**src/rtl/microcontroller_ws.sv**
```systemverilog
// Multi-cycle N-bit microcontroller with 16-bit instructions, a req/ready memory
// handshake with unlimited wait states, HALT, and PC-relative branches.
module microcontroller_ws #(
   parameter int           N        = 16,
   parameter logic [N-1:0] RESET_PC = '0
) (
   input  logic         clk,
   input  logic         rst,
   input  logic [N-1:0] din,
   input  logic         ready,
   output logic         req,
   output logic         rw,
   output logic [N-1:0] addr,
   output logic [N-1:0] dout,
   output logic [2:0]   flags,
   output logic         halted
);

   typedef enum logic [2:0] {
      S_RST,
      S_FETCH,
      S_EXEC,
      S_MEM,
      S_HALT
   } state_t;

   typedef enum logic [3:0] {
      OP_ADD  = 4'h0,
      OP_SUB  = 4'h1,
      OP_AND  = 4'h2,
      OP_OR   = 4'h3,
      OP_XOR  = 4'h4,
      OP_NOT  = 4'h5,
      OP_MOV  = 4'h6,
      OP_NOP  = 4'h7,
      OP_LD   = 4'h8,
      OP_ST   = 4'h9,
      OP_LDI  = 4'hA,
      OP_HALT = 4'hB,
      OP_BRZ  = 4'hC,
      OP_BRN  = 4'hD,
      OP_BRO  = 4'hE,
      OP_BRA  = 4'hF
   } opcode_t;

   state_t       state;
   logic [N-1:0] pc;
   logic [N-1:0] ia;
   logic [15:0]  ir;
   logic [N-1:0] regs [8];

   opcode_t      op;
   logic [2:0]   rd, ra, rb;
   logic [N-1:0] a, b;
   logic [N-1:0] imm, offset, target, next_fetch;
   logic [N-1:0] alu_res;
   logic         alu_ovf;
   logic         upd_flags;
   logic         wr_reg;
   logic         taken;
   logic [2:0]   new_flags;

   assign op     = opcode_t'(ir[15:12]);
   assign rd     = ir[11:9];
   assign ra     = ir[8:6];
   assign rb     = ir[5:3];
   assign a      = regs[ra];
   assign b      = regs[rb];
   assign imm    = {{(N-9){ir[8]}}, ir[8:0]};
   assign offset = {{(N-12){ir[11]}}, ir[11:0]};
   assign target = ia + offset;

   // Decode/execute of the instruction held in IR; only consumed in EXEC.
   // NOTE: every always_comb output gets a default first so no latch is inferred.
   always_comb begin
      alu_res   = '0;
      alu_ovf   = 1'b0;
      upd_flags = 1'b0;
      wr_reg    = 1'b0;
      taken     = 1'b0;
      case (op)
         OP_ADD: begin
            alu_res   = a + b;
            alu_ovf   = (a[N-1] == b[N-1]) && (alu_res[N-1] != a[N-1]);
            upd_flags = 1'b1;
            wr_reg    = 1'b1;
         end
         OP_SUB: begin
            alu_res   = a - b;
            alu_ovf   = (a[N-1] != b[N-1]) && (alu_res[N-1] != a[N-1]);
            upd_flags = 1'b1;
            wr_reg    = 1'b1;
         end
         OP_AND: begin
            alu_res   = a & b;
            upd_flags = 1'b1;
            wr_reg    = 1'b1;
         end
         OP_OR: begin
            alu_res   = a | b;
            upd_flags = 1'b1;
            wr_reg    = 1'b1;
         end
         OP_XOR: begin
            alu_res   = a ^ b;
            upd_flags = 1'b1;
            wr_reg    = 1'b1;
         end
         OP_NOT: begin
            alu_res   = ~a;
            upd_flags = 1'b1;
            wr_reg    = 1'b1;
         end
         OP_MOV: begin
            alu_res   = a;
            upd_flags = 1'b1;
            wr_reg    = 1'b1;
         end
         OP_LDI: begin
            alu_res = imm;
            wr_reg  = 1'b1;
         end
         OP_BRZ:  taken = flags[2];
         OP_BRN:  taken = flags[1];
         OP_BRO:  taken = flags[0];
         OP_BRA:  taken = 1'b1;
         default: ;
      endcase
      new_flags  = {(alu_res == '0), alu_res[N-1], alu_ovf};
      next_fetch = taken ? target : pc;
   end

   // NOTE: all state, including the outputs, uses non-blocking assignments so
   // every register samples the pre-edge values (sources read before write).
   always_ff @(posedge clk or negedge rst) begin
      if (!rst) begin
         state  <= S_RST;
         pc     <= RESET_PC;
         ia     <= '0;
         ir     <= '0;
         flags  <= '0;
         req    <= 1'b0;
         rw     <= 1'b1;
         addr   <= '0;
         dout   <= '0;
         halted <= 1'b0;
         // NOTE: the register file is small and must read as zero after reset,
         // so it is reset here rather than left as an uninitialised RAM.
         for (int i = 0; i < 8; i++) regs[i] <= '0;
      end else begin
         case (state)
            S_RST: begin
               state <= S_FETCH;
               req   <= 1'b1;
               rw    <= 1'b1;
               addr  <= pc;
               dout  <= '0;
            end
            S_FETCH: begin
               if (ready) begin
                  ir    <= din[15:0];
                  ia    <= pc;
                  pc    <= pc + N'(1);
                  req   <= 1'b0;
                  state <= S_EXEC;
               end
            end
            S_EXEC: begin
               case (op)
                  OP_LD: begin
                     state <= S_MEM;
                     req   <= 1'b1;
                     rw    <= 1'b1;
                     addr  <= a;
                  end
                  OP_ST: begin
                     state <= S_MEM;
                     req   <= 1'b1;
                     rw    <= 1'b0;
                     addr  <= a;
                     dout  <= b;
                  end
                  OP_HALT: begin
                     state  <= S_HALT;
                     req    <= 1'b0;
                     halted <= 1'b1;
                  end
                  default: begin
                     if (wr_reg)    regs[rd] <= alu_res;
                     if (upd_flags) flags    <= new_flags;
                     if (taken)     pc       <= target;
                     state <= S_FETCH;
                     req   <= 1'b1;
                     rw    <= 1'b1;
                     addr  <= next_fetch;
                  end
               endcase
            end
            S_MEM: begin
               if (ready) begin
                  if (rw) regs[rd] <= din;
                  state <= S_FETCH;
                  req   <= 1'b1;
                  rw    <= 1'b1;
                  addr  <= pc;
                  dout  <= '0;
               end
            end
            S_HALT: begin
               req    <= 1'b0;
               halted <= 1'b1;
            end
            default: state <= S_RST;
         endcase
      end
   end

endmodule
```
**config.mk**
```make
export PLATFORM = sky130hd
export DESIGN_NAME = microcontroller_ws
export DESIGN_NICKNAME = d
export VERILOG_FILES = /design/src/rtl/microcontroller_ws.sv
export SDC_FILE = /design/constraint.sdc
export NUM_CORES = 1
export LEC_CHECK = 0
export ABC_AREA = 1
export CAP_MARGIN = 20
export CORE_UTILIZATION = 40
export CTS_CLUSTER_SIZE = 28
export DETAILED_ROUTE_END_ITERATION = 6
export GPL_ROUTABILITY_DRIVEN = 0
export GPL_TIMING_DRIVEN = 1
export PLACE_DENSITY = 0.54
export RECOVER_POWER = 50
export SYNTH_ARGS = -nofsm -noshare
export SYNTH_HDL_FRONTEND = slang
export SYNTH_SLANG_ARGS = --single-unit
export TNS_END_PERCENT = 20
```
**constraint.sdc**
```tcl
create_clock -name clk -period 8.8 [get_ports clk]
set_input_delay 1.76 -clock clk [delete_from_list [all_inputs] [get_ports clk]]
set_output_delay 1.76 -clock clk [all_outputs]
set_load 0.01 [all_outputs]
```
==> results.md, run 1 <==
- Max-cap check violation count: 4
- Ant diodes: 0
- F_max: between 150 and 200 MHz
- Min-delay worst type: reg2reg
- Crit. End Element: register
- Mapped Nets: between 2,000 and 2,500
- Skew final: 0.0144 ns
- Most common cell after layout, fill and taps aside: nand2_1
- Nets: around 2,400
- RSZ-0062 raised after global routing: false
- First drt pass iteration count: 7
- Per-cell routed wire length: 19.8 um
- Synth Register Bits: ~220
- FF/Latch Area: 5430 um2
- Placeable Area: 38,600 um2
- Multi-input gate area: approximately 8400 um2
- Worst-path clk slew: 0.06 ns
- GRT Residual Overflow: 0
- Initial Util: 0.405
- Iteration-0 DRC Markers: between 1,000 and 1,500
- Average vias per placed instance: around 5.5
- Max Slew Vio Count: about 210
- Sequential area share after synthesis: 0.347
- Post-synthesis cell area: roughly 16,000 um2
- Layout cells sized above 1: 0.0569
- Vias: approximately 16,000
- # fillers: about 4,000
- Worst Hold Path Cells: 1
- Placed Instances: between 2,000 and 3,000
- Period utilisation layout: 0.666
- Hold Buf Count CTS: 0
- Status: finished with violations
- Setup_tns: 0 ns
- Area grow syn2layout: 10.6%
- Clock Latency Late Sink: 0.58 ns
- Std cell rows: just over 70
- CTS tree: built
- Critical Path Fanout Max: between 50 and 60
- CTS root buffer: clkbuf_16
- Worst slew pin tran: 3.42 ns
- Non-Filler Instances: roughly 2,900
- CTS buffer count: 28
- Yosys cell types: between 50 and 60
- Final WL: 56,900 um
- Htree depth: 1
- Buffer levels on the longest clock path: 3
- Global-route wire length before repair: 87,900 um
- Syn avg cell area: 6.70 um2
- CTS resizes: 0
- Largest net degree at the start of global routing: between 100 and 150
- Post-synthesis instance total: roughly 2,300
- DRC: 1
- Vias in the first global route: around 15,000
- Chip height: 200 um
- Die Wd: between 150 and 200 um
- Most used cells in the layout excluding fill and tap cells: nand2_1, inv_1, o21ai_0
- Crit path launch type: input port
- I/O Buffers: 56
- Postcts setup bufs: 0
- Ys async rst share: 1.00
- Crit path required time: 9.27 ns
- Final Hold Viols: 0
- Die ar.: 40,000 um2
- Post-route ant nets: 0
- CP arrival: between 6 and 7 ns
- # IOs: between 50 and 60
- Crit Path Class: in2reg
- Failing checks: design-rule violations, max-capacitance violations, max-slew violations
- Post-route minimum period: 5.86 ns
- Main synth FF type: dfrtp_1
- FF-to-FF path depth: 20
- Initial antenna violation count: 0
- Max-slew headroom: -1.28
- Number of flops mapped to enable cells by yosys: 0
- GRT Resource Usage Total: 0.291
- CTS Sinks: between 200 and 250
- Endpoints failing setup: 0
- YS warnings: 0
- Final HPWL DP: 39,900 um
==> through the flow <==
stage	hold slack [ns]	utilization	area (um2)	setup WS (ns)
floorplan	0.453	-	15700	5.62
global placement	0.455	0.426	16500	3.76
detailed placement	0.460	0.426	16500	3.64
CTS	0.473	0.449	17300	3.63
global route	0.497	0.449	17300	2.49
finish	0.475	0.449	17300	2.94
==> registers in the layout, indices dropped and copies added, names as in the netlist <==
name and flops:
regs 128, halted 1, rw 1, ia 16
flags 3, dout 16, ir 16, state 3
req 1, addr 16, pc 16
==> worst max-delay path: stages <==
cell and delay [ns]:
dlygate4sd3_1 0.62, nand2_1 0.24, clkbuf_1 1.74, nand2_1 1.14, inv_1 0.49, o21bai_1 0.17
inv_1 0.06, nand2_1 0.06, nand2_1 0.04
==> Yosys cell counts, types with 5 or more instances <==
cell type / count / area (um2)
buf_6: 7 / 78.8
nor2_2: 9 / 56.3
buf_2: 46 / 230
a21oi_2: 6 / 52.6
o21ai_1: 65 / 325
a21oi_1: 130 / 651
inv_1: 317 / 1190
inv_2: 23 / 86.3
xnor2_1: 6 / 52.6
ha_1: 64 / 801
nand2_1: 604 / 2270
clkbuf_1: 34 / 128
xor2_1: 14 / 123
nor2_1: 166 / 623
buf_1: 9 / 33.8
dfrtp_1: 216 / 5410
o21bai_1: 9 / 67.6
buf_4: 9 / 67.6
nand4_1: 18 / 113
nor3_1: 14 / 70.1
nand2_2: 14 / 87.6
o21ai_0: 243 / 1220
o211ai_1: 27 / 203
o221ai_1: 5 / 43.8
o22ai_1: 35 / 219
nand3_1: 195 / 976
a31oi_1: 13 / 81.3
==> layer usage <==
layer  vias up  track usage  wire length, um
met4         0        0.125             2640
met3       108       0.0388             3770
met1      7392        0.412            26000
li1       7584            -                -
met2       585        0.444            24400
met5         -            0                0
==> final cells by class <==
| cell class | count | area share |
|---|---|---|
| multi-input combinational | 1672 | 0.484 |
| sequential | 217 | 0.313 |
| inverter | 344 | 0.0748 |
| clock buffer | 41 | 0.0468 |
| timing repair buffer | 73 | 0.0391 |
| tap | 518 | 0.0374 |
| clock inverter | 8 | 0.00404 |
==> cells by family (layout without fill, tap and decap cells) <==
group / after synthesis / in the layout / share of synthesized area
and+or+nand+nor: 1037 / 1037 / 0.278
AOI/OAI and AO/OA: 547 / 547 / 0.191
buffers and inverters: 450 / 466 / 0.117
DFF: 217 / 217 / 0.347
adders and majority gates: 67 / 67 / 0.0549
xor gates and xnor gates: 20 / 20 / 0.0112
muxes: 1 / 1 / 0.000719
==> path summary, 6_finish.rpt <==
| path | from | end | slack, ns |
|---|---|---|---|
| worst max-delay path | ready | pc[11]$_DFFE_PN0P_ | 2.94 |
| worst min-delay path | halted$_DFFE_PN0P_ | halted$_DFFE_PN0P_ | 0.48 |
| worst max register to register | ir[3]$_DFFE_PN0P_ | regs[111]$_DFFE_PN0P_ | 3.75 |
| worst min register to register | halted$_DFFE_PN0P_ | halted$_DFFE_PN0P_ | 0.48 |
| max in group asynchronous | rst | ir[3]$_DFFE_PN0P_ | 3.45 |
| min in group asynchronous | rst | dout[5]$_DFFE_PN0P_ | 1.24 |
Power of run 1 is not shown: default switching activity piles up to over one toggle a cycle in this logic, so the estimate is an artifact.
==> run 2, diff against run 1 <==
Settings changed: PLACE_DENSITY 0.54 to 0.56.
Clock period 8.8 ns to 5.22 ns, I/O delays scaled along.
==> run 2 against run 1 <==
  * The flow finishes with violations (max-capacitance violations, max-slew violations)
  * Critical path depth rose by 12
  * Design area grew 0.48%
  * Non-clock buffer count is 6 higher
  * Final cell count rose by 0.21%
==> results.md, run 2 (same netlist as run 1, synthesis figures left out) <==
- Status: finished with violations
- Failing checks: max-capacitance violations, max-slew violations
- Vias: 15,700 (+0.20%)
- Die ar.: 40,000 um2 (unchanged)
- Crit-path slowest cell: o21ai_0
- Setup crit start: ir[3]$_DFFE_PN0P_
- Skew final: 0.0138 ns (-0.000672 ns)
- Largest Register: regs
- Initial antenna violation count: 0 (unchanged)
- RSZ-0062 raised after global routing: false
- Vias in the first global route: 14,573 (-0.84%)
- GRT Residual Overflow: 0 (unchanged)
- Layout cells sized above 1: 0.0618 (+0.00494)
- Max Slew Vio Count: 213 (+2.9%)
- Crit path required time: 5.64 ns (-3.63 ns)
- CTS buffer count: 27 (-3.6%)
- Min-delay worst type: reg2reg
- Post-route ant nets: 0 (unchanged)
- F_max: roughly 220 MHz
- Worst slew pin tran: 3.18 ns (-0.237 ns)
- Most frequent CP cell: nand2_1
- Nets: 2,427 (+0.21%)
- Htree depth: 1 (unchanged)
- Chip height: 200 um (unchanged)
- Placeable Area: 38,600 um2 (unchanged)
- Clock Latency Late Sink: 0.55 ns (-0.03 ns)
- Buffer levels on the longest clock path: 3 (unchanged)
- Worst-path clk slew: 0.06 ns (about the same)
- Top cell family by delay on the critical path: simple AND/OR/NAND/NOR gates
- Postcts setup bufs: 0 (unchanged)
- I/O Buffers: 56 (unchanged)
- Period utilisation layout: 0.875
- Endpoints failing setup: 0 (unchanged)
- Most common cell after layout, fill and taps aside: nand2_1
- Iteration-0 DRC Markers: 1,472 (+11%)
- GRT Resource Usage Total: 0.287 (-0.00386)
- Global-route wire length before repair: 87,000 um (-0.92%)
- Setup_tns: 0 ns (unchanged)
- Std cell rows: 72 (unchanged)
- Reg2reg start: ir[3]$_DFFE_PN0P_
- # IOs: 57 (unchanged)
- Die Wd: 200 um (unchanged)
- CTS tree: built
- CP cell instances: inv_2, buf_4, a21oi_1, o21ai_0, nand2_1, inv_1, o21ai_0, inv_1, ha_1, nor2_2, inv_1, nor2_1, nand3_1, nand2_1, nand2_1, nand2_1, nand2_1, nand3_1, nand4_1, nand3_1, o21ai_1
- Number of buffer and inverter stages on the critical path: 5 (+1)
- Largest stage delay, worst path: 0.73 ns (-1.01 ns)
- Crit path launch type: register
- CTS root buffer: clkbuf_16
- Area grow syn2layout: 11.2%
- CTS resizes: 0 (unchanged)
- Crit. End Element: register
- Most used cells in the layout excluding fill and tap cells: nand2_1, inv_1, o21ai_0
- Per-cell routed wire length: 19.5 um (-1.5%)
- Average vias per placed instance: 5.45 (about the same)
- DRC: 0 (-1)
- Critical Path Fanout Max: 34 (-42%)
- First drt pass iteration count: 5 (-2)
- Hold Buf Count CTS: 0 (unchanged)
- Final core area utilization: 0.451 (+0.00214)
- Post-route minimum period: 4.57 ns
- Final Hold Viols: 0 (unchanged)
- Max-cap check violation count: 3 (-1)
- Ant diodes: 0 (unchanged)
- CP arrival: 4.99 ns (-1.34 ns)
- Final WL: 56,200 um (-1.3%)
- Final HPWL DP: 39,800 um (-0.29%)
- Max reg flops: 128 (unchanged)
- Worst Min Path Start: halted$_DFFE_PN0P_
- Largest net degree at the start of global routing: 115 (+3.6%)
- Max-slew headroom: -1.12 (+0.158)
- Crit Path Class: reg2reg
- CTS Sinks: 217 (unchanged)
- Initial Util: 0.405 (unchanged)
[run 2: final timing paths]
| path | to | slack (ns) | cells after the start |
|---|---|---|---|
| worst max-delay path | regs[79]$_DFFE_PN0P_ | 0.65 | 21 |
| worst min-delay path | halted$_DFFE_PN0P_ | 0.47 | 1 |
| worst max register to register | regs[79]$_DFFE_PN0P_ | 0.65 | 21 |
| worst min register to register | halted$_DFFE_PN0P_ | 0.47 | 1 |
| max in group asynchronous | addr[12]$_DFFE_PN0P_ | 1.44 | 2 |
| min in group asynchronous | dout[6]$_DFFE_PN0P_ | 1.46 | 1 |
[run 2: cell type report]
class                   count  area, um2
flip-flops and latches    217       5430
fillers                  4001      21200
well taps                 518        648
clock inverters            10       83.8
repair buffers             79        752
inverters                 344       1300
multi-input cells        1672       8390
clock buffers              39        811
[run 2: per-layer routing]
metal,share of wire,global-route usage
met1,0.46,0.411
met4,0.037,0.101
met5,0,0
met2,0.44,0.447
met3,0.064,0.0318
[run 2: stage by stage]
stage	setup WS, ns	hold WS [ns]	cells	cell area [um2]
floorplan	2.04	0.453	2339	15700
global placement	0.875	0.459	2830	16600
detailed placement	0.855	0.460	2830	16600
CTS	0.841	0.472	2879	17400
global route	0.329	0.496	2879	17400
finish	0.652	0.473	2879	17400
Power of run 2 is left out for the same reason.
==> run 3, diff against run 2 <==
Settings changed: CORE_ASPECT_RATIO set to 1.25, CORE_UTILIZATION 40 to 36, PLACE_DENSITY 0.56 to 0.52.
==> run 3 against run 2 <==
  * The flow still finishes with violations (max-capacitance violations, max-slew violations)
  * Fmax fell by 1.3%
  * Count of clock-buffer cells in the layout rose by 3
  * Via count rose by 0.68%
  * Die area rose by 11%
  * Non-clock buffer count rose by 7
  * Utilization fell by 4.3 points
  * Design area rose by 0.57%
  * Clock skew rose by 0.015 ns
  * Sequential share of layout area fell by 0.18 points
  * First-iteration DRC count fell by 15%
==> results.md, run 3 (same netlist as run 1, synthesis figures left out) <==
- Status: finished with violations
- Failing checks: max-capacitance violations, max-slew violations
- Most common cell after layout, fill and taps aside: nand2_1
- Placeable Area: 43,000 um2 (+11%)
- Worst slew pin tran: 2.90 ns (-0.286 ns)
- M3 GR Usage: 0.0277 (-0.00403)
- Initial Util: 0.365 (-0.0408)
- Max reg flops: 128 (unchanged)
- Met2 Usage GRT: 0.421 (-0.0259)
- CTS buffer count: 27 (unchanged)
- Reg2reg start: ir[3]$_DFFE_PN0P_
- Final Hold Viols: 0 (unchanged)
- Area grow syn2layout: 11.8%
- DRC: 0 (unchanged)
- Chip height: 235 um (+18%)
- Crit. End Element: register
- Critical Path Fanout Max: 75 (+120%)
- Placed cell areas: 16,700 um2 (+0.91%)
- Die ar.: 44,400 um2 (+11%)
- Placed Instances: 2,884 (+1.9%)
- Average vias per placed instance: 5.39 (-1.1%)
- Non-Filler Instances: 2,932 (+1.8%)
- FF-to-FF path depth: 22 (+4.8%)
- # fillers: 4,589 (+15%)
- RR Endpoint: regs[47]$_DFFE_PN0P_
- Largest net degree at the start of global routing: 101 (-12%)
- Post-route ant nets: 0 (unchanged)
- F_max: 216 MHz (-1.3%)
- Iteration-0 DRC Markers: 1,250 (-15%)
- Nets: 2,434 (+0.29%)
- Max-slew headroom: -0.930 (+0.191)
- Endpoints failing setup: 0 (unchanged)
- Largest Register: regs
- Worst Hold Path Cells: 1 (unchanged)
- Htree depth: 1 (unchanged)
- Hold Buf Count CTS: 0 (unchanged)
- Most used cells in the layout excluding fill and tap cells: nand2_1, inv_1, o21ai_0
- Design Area, Final: 17,500 um2 (+0.57%)
- RSZ-0062 raised after global routing: false
- Crit path launch type: register
- Hold_ws: 0.477 ns (+0.00455 ns)
- I/O Buffers: 56 (unchanged)
- Vias: 15,806 (+0.68%)
- CTS tree: built
- First drt pass iteration count: 6 (+1)
- Skew final: 0.0287 ns (+0.0150 ns)
- Gr busiest metal: met2
- GRT Residual Overflow: 0 (unchanged)
- Post-route minimum period: 4.63 ns (+0.0599 ns)
- Clock Latency Late Sink: 0.57 ns (+0.02 ns)
- Std cell rows: 85 (+18%)
- CTS root buffer: clkbuf_16
- Final WL: 58,900 um (+5.0%)
- Min-Delay Endpoint: halted$_DFFE_PN0P_
- GRT Resource Usage Total: 0.264 (-0.0230)
- Min-delay worst type: reg2reg
- Global-route wire length before repair: 90,100 um (+3.6%)
- Initial antenna violation count: 0 (unchanged)
- Period utilisation layout: 0.887 (+0.0115)
- # IOs: 57 (unchanged)
- GR Layer Usage met1: 0.349 (-0.0627)
- Crit path required time: 5.64 ns (about the same)
- Reg2Reg Setup Slack: 0.59 ns (-0.06 ns)
- Max Slew Vio Count: 219 (+2.8%)
- Worst-path clk slew: 0.06 ns (about the same)
- Layout cells sized above 1: 0.0613 (-0.000579)
- Die Wd: 189 um (-5.7%)
- Crit Path Class: reg2reg
- Setup_tns: 0 ns (unchanged)
- Per-cell routed wire length: 20.1 um (+3.1%)
- Worst Min Path Start: halted$_DFFE_PN0P_
- Ant diodes: 0 (unchanged)
- Vias in the first global route: 14,969 (+2.7%)
- Postcts setup bufs: 0 (unchanged)
- Max-cap check violation count: 4 (+1)
- CP arrival: 5.05 ns (+0.06 ns)
- CTS Sinks: 217 (unchanged)
- Final HPWL DP: 42,400 um (+6.7%)
- CTS resizes: 0 (unchanged)
- Buffer levels on the longest clock path: 3 (unchanged)
[run 3: layer usage]
| layer | share of wire | up-vias |
|---|---|---|
| met5 | 0 | - |
| met4 | 0.058 | 0 |
| met3 | 0.062 | 137 |
| met2 | 0.45 | 603 |
| met1 | 0.43 | 7450 |
| li1 | - | 7616 |
[run 3: cell type report]
type | instances | area, um2 | share of cell area
inverters | 344 | 1300 | 0.0740
repair buffers | 86 | 836 | 0.0477
clock inverters | 6 | 65.1 | 0.00371
clock buffers | 42 | 772 | 0.0441
well taps | 565 | 707 | 0.0404
multi-input cells | 1672 | 8410 | 0.480
flip-flops and latches | 217 | 5430 | 0.310
[run 3: worst max-delay path by stage]
stage / startpoint / end / slack, ns / depth (start not counted)
2_1_floorplan: ir[3]$_DFFE_PN0P_ / regs[77]$_DFFE_PN0P_ / 2.04 / 21
3_3_place_gp: ir[3]$_DFFE_PN0P_ / regs[51]$_DFFE_PN0P_ / 0.86 / 21
3_5_place_dp: ir[3]$_DFFE_PN0P_ / regs[107]$_DFFE_PN0P_ / 0.78 / 20
4_1_cts: ir[3]$_DFFE_PN0P_ / regs[107]$_DFFE_PN0P_ / 0.77 / 20
5_1_grt: ir[3]$_DFFE_PN0P_ / regs[107]$_DFFE_PN0P_ / 0.37 / 20
6_report: ir[3]$_DFFE_PN0P_ / regs[47]$_DFFE_PN0P_ / 0.59 / 22
[run 3: stage by stage]
step	utilization	worst slack (ns)
6_report	0.408	0.592
5_1_grt	0.408	0.366
4_1_cts	0.408	0.765
3_5_place_dp	0.389	0.777
3_3_place_gp	0.389	0.857
2_1_floorplan	-	2.04
[run 3: critical path: stages, from the launching register on]
cell and delay (ns):
dfrtp_2 0.37, buf_12 0.30, inv_1 0.14, buf_12 0.20, a21oi_1 0.12, o21ai_0 0.09
nand2_1 0.06, inv_1 0.03, o21ai_0 0.67, inv_1 0.20, ha_1 0.46, inv_1 0.16
nand2_1 0.13, nor2_1 0.20, nand3_1 0.13, nand2_1 0.11, nand2_1 0.10, nand2_1 0.11
nand2_1 0.06, nand3_1 0.08, nand4_1 0.43, nand3_1 0.20, o21ai_1 0.08
Power of run 3 is left out for the same reason.
